$ cat src/rtl/eth_frame_wrapper.sv
// Wraps a byte stream into Ethernet frames (preamble, SFD, payload, pad, FCS, IFG), one byte per advance slot.
// Outputs are registered one cycle after the deciding advance slot; in_ready is high only while payload is accepted.
module eth_frame_wrapper #(
  parameter int MIN_LEN   = 60,
  parameter int MAX_LEN   = 1500,
  parameter int IFG_SLOTS = 12
) (
  input  logic        clk125MHz,
  input  logic        rst,
  input  logic        advance,
  input  logic [7:0]  in_data,
  input  logic        in_valid,
  output logic        in_ready,
  output logic [7:0]  out_data,
  output logic        out_valid,
  output logic        out_enable,
  output logic        busy,
  output logic        frame_err,
  output logic [15:0] frame_count
);

  typedef enum logic [2:0] {
    IDLE, PREAMBLE, SFD, PAYLOAD, PAD, FCS, IFG
  } state_t;

  // The IDLE slot that precedes every preamble is the last gap slot.
  localparam int IFG_STATE_SLOTS = IFG_SLOTS - 1;

  state_t      state, state_nx;
  logic [10:0] byte_cnt, byte_cnt_nx;
  logic [7:0]  slot_cnt, slot_cnt_nx;
  logic [31:0] crc, crc_nx;
  logic [7:0]  data_nx;
  logic        valid_nx;
  logic        enable_nx;
  logic        err_nx;
  logic        frame_done;
  logic        at_max;
  logic        pad_needed;
  logic        pad_last;

  function automatic logic [31:0] crc_step(input logic [31:0] c, input logic [7:0] d);
    logic [31:0] r;
    r = c ^ {24'h000000, d};
    for (int i = 0; i < 8; i++) begin
      r = r[0] ? ((r >> 1) ^ 32'hEDB88320) : (r >> 1);
    end
    return r;
  endfunction

  assign at_max     = int'(byte_cnt) >= MAX_LEN;
  assign pad_needed = int'(byte_cnt) < MIN_LEN;
  assign pad_last   = (int'(byte_cnt) + 1 >= MIN_LEN) || at_max;
  assign in_ready   = (state == PAYLOAD) && !at_max;
  assign busy       = (state != IDLE);

  always_ff @(posedge clk125MHz or posedge rst) begin
    if (rst) begin
      state <= IDLE;
    end else if (advance) begin
      state <= state_nx;
    end
  end

  always_comb begin
    state_nx = state;
    case (state)
      IDLE:     if (in_valid) state_nx = PREAMBLE;
      PREAMBLE: if (slot_cnt == 8'd6) state_nx = SFD;
      SFD:      state_nx = PAYLOAD;
      PAYLOAD:  if (!in_valid || at_max) state_nx = pad_needed ? PAD : FCS;
      PAD:      if (pad_last) state_nx = FCS;
      FCS:      if (slot_cnt == 8'd3) state_nx = (IFG_STATE_SLOTS > 0) ? IFG : IDLE;
      IFG:      if (int'(slot_cnt) >= IFG_STATE_SLOTS - 1) state_nx = IDLE;
      default:  state_nx = IDLE;
    endcase
  end

  always_comb begin
    data_nx     = 8'h00;
    valid_nx    = 1'b0;
    enable_nx   = 1'b1;
    err_nx      = 1'b0;
    frame_done  = 1'b0;
    crc_nx      = crc;
    byte_cnt_nx = byte_cnt;
    slot_cnt_nx = 8'd0;
    case (state)
      IDLE: begin
        enable_nx   = 1'b0;
        crc_nx      = 32'hFFFFFFFF;
        byte_cnt_nx = 11'd0;
      end
      PREAMBLE: begin
        data_nx  = 8'h55;
        valid_nx = 1'b1;
        if (slot_cnt != 8'd6) slot_cnt_nx = slot_cnt + 8'd1;
      end
      SFD: begin
        data_nx  = 8'hD5;
        valid_nx = 1'b1;
      end
      PAYLOAD: begin
        if (in_valid && !at_max) begin
          data_nx     = in_data;
          valid_nx    = 1'b1;
          crc_nx      = crc_step(crc, in_data);
          byte_cnt_nx = byte_cnt + 11'd1;
        end else begin
          // Source still offering data at the length limit means truncation.
          err_nx = in_valid;
        end
      end
      PAD: begin
        valid_nx = 1'b1;
        crc_nx   = crc_step(crc, 8'h00);
        if (!at_max) byte_cnt_nx = byte_cnt + 11'd1;
      end
      FCS: begin
        data_nx  = 8'(~crc >> {slot_cnt[1:0], 3'b000});
        valid_nx = 1'b1;
        if (slot_cnt == 8'd3) frame_done = 1'b1;
        else slot_cnt_nx = slot_cnt + 8'd1;
      end
      IFG: begin
        enable_nx   = 1'b0;
        slot_cnt_nx = slot_cnt + 8'd1;
      end
      default: enable_nx = 1'b0;
    endcase
  end

  always_ff @(posedge clk125MHz or posedge rst) begin
    if (rst) begin
      out_data    <= 8'h00;
      out_valid   <= 1'b0;
      out_enable  <= 1'b0;
      frame_err   <= 1'b0;
      frame_count <= 16'h0000;
      crc         <= 32'hFFFFFFFF;
      byte_cnt    <= 11'd0;
      slot_cnt    <= 8'd0;
    end else begin
      frame_err <= advance & err_nx;
      if (advance) begin
        out_data   <= data_nx;
        out_valid  <= valid_nx;
        out_enable <= enable_nx;
        crc        <= crc_nx;
        byte_cnt   <= byte_cnt_nx;
        slot_cnt   <= slot_cnt_nx;
        if (frame_done) frame_count <= frame_count + 16'd1;
      end
    end
  end

endmodule
$ cat config.mk
export PLATFORM = sky130hd
export DESIGN_NAME = eth_frame_wrapper
export DESIGN_NICKNAME = d
export VERILOG_FILES = /design/src/rtl/eth_frame_wrapper.sv
export SDC_FILE = /design/constraint.sdc
export NUM_CORES = 1
export LEC_CHECK = 0
export BUFFER_PORTS_ARGS = -buffer_cell sky130_fd_sc_hd__buf_2
export CAP_MARGIN = 20
export CORE_ASPECT_RATIO = 1.25
export CORE_MARGIN = 2
export CORE_UTILIZATION = 45
export CTS_BUF_LIST = sky130_fd_sc_hd__clkbuf_8
export CTS_CLUSTER_DIAMETER = 200
export DETAILED_ROUTE_END_ITERATION = 10
export PLACE_DENSITY = 0.59
export SYNTH_ARGS = -nofsm -noshare
export SYNTH_HDL_FRONTEND = slang
export SYNTH_SLANG_ARGS = --single-unit
$ cat constraint.sdc
create_clock -name clk125MHz -period 3.9 [get_ports clk125MHz]
set_input_delay 0.78 -clock clk125MHz [delete_from_list [all_inputs] [get_ports clk125MHz]]
set_output_delay 0.78 -clock clk125MHz [all_outputs]
set_load 0.02 [all_outputs]
==> flow_metrics.tcl <==
set metrics [dict create \
    grt_pass1_vias 4538 \
    syn_to_final_growth_pct 7.79 \
    numCtsBuffers 9 \
    postLayoutCoreUtil 0.494 \
    cts_max_level 3 \
    p_leak_nw 2.44 \
    syn_area_um2 5800 \
    yosysSeqAreaShare 0.356 \
    timing.slew.headroom 0.274 \
    finalCritPeriodShare 0.718 \
    tns_ns 0 \
    synthesis.nets 629 \
    ctsLongestPathBuffers 2 \
    io-pin-count 41 \
    mostFrequentLayoutCell "xnor2_1" \
    synth-main-ff-cell "dfrtp_1" \
    core_area_um2 12700 \
    met2_length_um 7820 \
    cts_setup_buffers 0 \
    ys_warn_count 0 \
    gp_congestion 0.895 \
    clock.fmax_mhz 357 \
    powerDensity_nw_per_um2 1010 \
    fin_skew_ns 0.0123 \
    cp.arrival_ns 2.02 \
    hold_class "reg2reg" \
    cts_tree "yes" \
    die_area_um2 13800 \
    setup_viol 0 \
    maxCapViolations 0 \
    peakVddDrop_v 0.000739 \
    wl_met1_um 6480 \
    drcViolationCount 0 \
    start_util 0.458 \
    top_layer "met4" \
    first_iter_violations 267 \
    grt.total_usage 0.228 \
    drt-wirelength-per-cell_um 19.2 \
    via_per_inst 5.72 \
    final_area_um2 6250 \
    dp_cells 782 \
    grt_pass1_wl_um 24400 \
    die_w_um 106 \
    root_buffer "clkbuf_8" \
    async_reset_ff_frac 1.00 \
    ant_nets 0 \
    netlist_instances 610 \
    syn_area_per_cell_um2 9.51 \
    ys_types 64 \
    critPathKind "reg2out" \
    drive_above_1_share 0.202 \
    grt_overflow 0 \
    fin_cells 798 \
    clk_pin_slew_ns 0.10 \
    insertedDiodeCount 0 \
    synth_edf_count 0 \
    fillerInstances 1217 \
    critPathCaptureType "output pin" \
    synth_seq_cells 81 \
    rsz0062_at_grt "false" \
    grt_antenna_before_repair 0 \
    first_pass_iters 5 \
    clock_sinks 81 \
    die_y_um 131 \
    wl_um 15300 \
    period_needed_ns 2.80 \
    clock_latency_ns 0.38 \
    tightest_slew_ns 1.09 \
    num_vias 4562 \
    dp_hpwl_um 10700 \
    cp.required_ns 3.12 \
    status "completed" \
    grt_max_degree 44 \
    nets 644 \
    slew_violations 0 \
    layout_common_cells "102 x xnor2_1, 59 x nor2_1, 49 x dfrtp_1" \
    dpl_cell_area_um2 6040 \
    cp_max_fo 21 \
    num_rows 46 \
    hold_viol_final 0 \
    cts_resized 0 \
    critPathLaunchType "register" \
    ctsHoldBuffers 0 \
    wl_met3_um 568 \
    port_buffers 40 \
    layout_setup_ws_ns 1.10 \
    place_ws_ns 1.27 \
]
==> worst max-delay path: stages, from the launching register on <==
cell,delay (ns)
dfrtp_1,0.61
and3b_1,0.32
buf_4,0.28
nand2_1,0.17
inv_1,0.09
buf_2,0.16
==> area by class of cell <==
| class | instances | area, um^2 | share of cell area |
|---|---|---|---|
| Multi-Input combinational cell | 465 | 3420 | 0.547 |
| Sequential cell | 81 | 2070 | 0.331 |
| Timing Repair Buffer | 50 | 275 | 0.0440 |
| Tap cell | 168 | 210 | 0.0336 |
| Clock buffer | 9 | 124 | 0.0198 |
| Clock inverter | 7 | 88.8 | 0.0142 |
| Inverter | 18 | 68.8 | 0.0110 |
==> stage by stage <==
| stage | hold slack, ns | power (mW) |
|---|---|---|
| 3_3_place_gp | 0.459 | 5.54 |
| 3_5_place_dp | 0.460 | 5.59 |
| 2_1_floorplan | 0.493 | 4.78 |
| 4_1_cts | 0.476 | 6.30 |
| 5_1_grt | 0.502 | 6.72 |
| 6_report | 0.469 | 6.30 |
==> cell families (layout without fill, tap and decap cells) <==
| group | count (synthesis) | after routing | share of synthesized area |
|---|---|---|---|
| xor+xnor | 153 | 153 | 0.245 |
| simple gates | 152 | 152 | 0.128 |
| compound gates | 143 | 143 | 0.165 |
| flops | 81 | 81 | 0.356 |
| buf+inv | 64 | 84 | 0.0548 |
| mux | 10 | 10 | 0.0349 |
| fa+ha+maj | 7 | 7 | 0.0151 |
==> path summary, 6_finish.rpt <==
path,startpoint,to,slack [ns],depth (start not counted)
min in group asynchronous,rst,frame_count[15],0.51,2
hold reg to reg,frame_count[15],frame_count[15],0.47,1
hold / removal,frame_count[15],frame_count[15],0.47,1
max in group asynchronous,rst,crc[0],2.54,3
setup / recovery,state[2],in_ready,1.10,5
setup reg to reg,state[2],byte_cnt[8],1.27,8
==> registers in the layout (all words and copies together), names as in the netlist <==
signal and cells:
crc 32, state 3, frame_err 1, out_enable 1
out_data 8, frame_count 16, out_valid 1, byte_cnt 11
slot_cnt 8
==> synth_stat cells, drive strengths merged (2+ instances only) <==
master / number / area share
a211oi: 9 / 0.013
a21oi: 29 / 0.025
a221o: 3 / 0.0052
a221oi: 6 / 0.0091
a31oi: 3 / 0.0032
and2: 4 / 0.0043
and3: 6 / 0.0065
and4: 3 / 0.0047
buf: 18 / 0.020
clkbuf: 27 / 0.021
dfrtp: 49 / 0.21
dfstp: 32 / 0.14
ha: 7 / 0.015
inv: 18 / 0.012
mux2: 2 / 0.0039
mux4: 8 / 0.031
nand2: 34 / 0.022
nand3: 14 / 0.012
nand3b: 5 / 0.0065
nand4: 8 / 0.0086
nor2: 61 / 0.040
nor3: 6 / 0.0052
nor4: 2 / 0.0047
o211ai: 2 / 0.0026
o21a: 3 / 0.0039
o21ai: 28 / 0.024
o21bai: 2 / 0.0026
o221ai: 5 / 0.0075
o22a: 16 / 0.024
o22ai: 24 / 0.026
o31ai: 4 / 0.0052
o41ai: 2 / 0.0030
or3: 3 / 0.0032
or4: 2 / 0.0032
xnor2: 106 / 0.17
xor2: 47 / 0.078
==> layer usage <==
metal / vias to the layer above / global-route usage
li1: 2152 / -
met1: 2282 / 0.282
met2: 101 / 0.402
met3: 27 / 0.0367
met4: 0 / 0.0890
met5: - / 0
==> where the power goes <==
| group | total [mW] | switching (mW) | leakage, nW | internal, mW |
|---|---|---|---|---|
| Combinational | 3.96 | 2.15 | 1.34 | 1.81 |
| Clock | 0.689 | 0.381 | 0.103 | 0.308 |
| Sequential | 1.66 | 0.466 | 0.997 | 1.19 |
(Power assumes the default switching activity.)
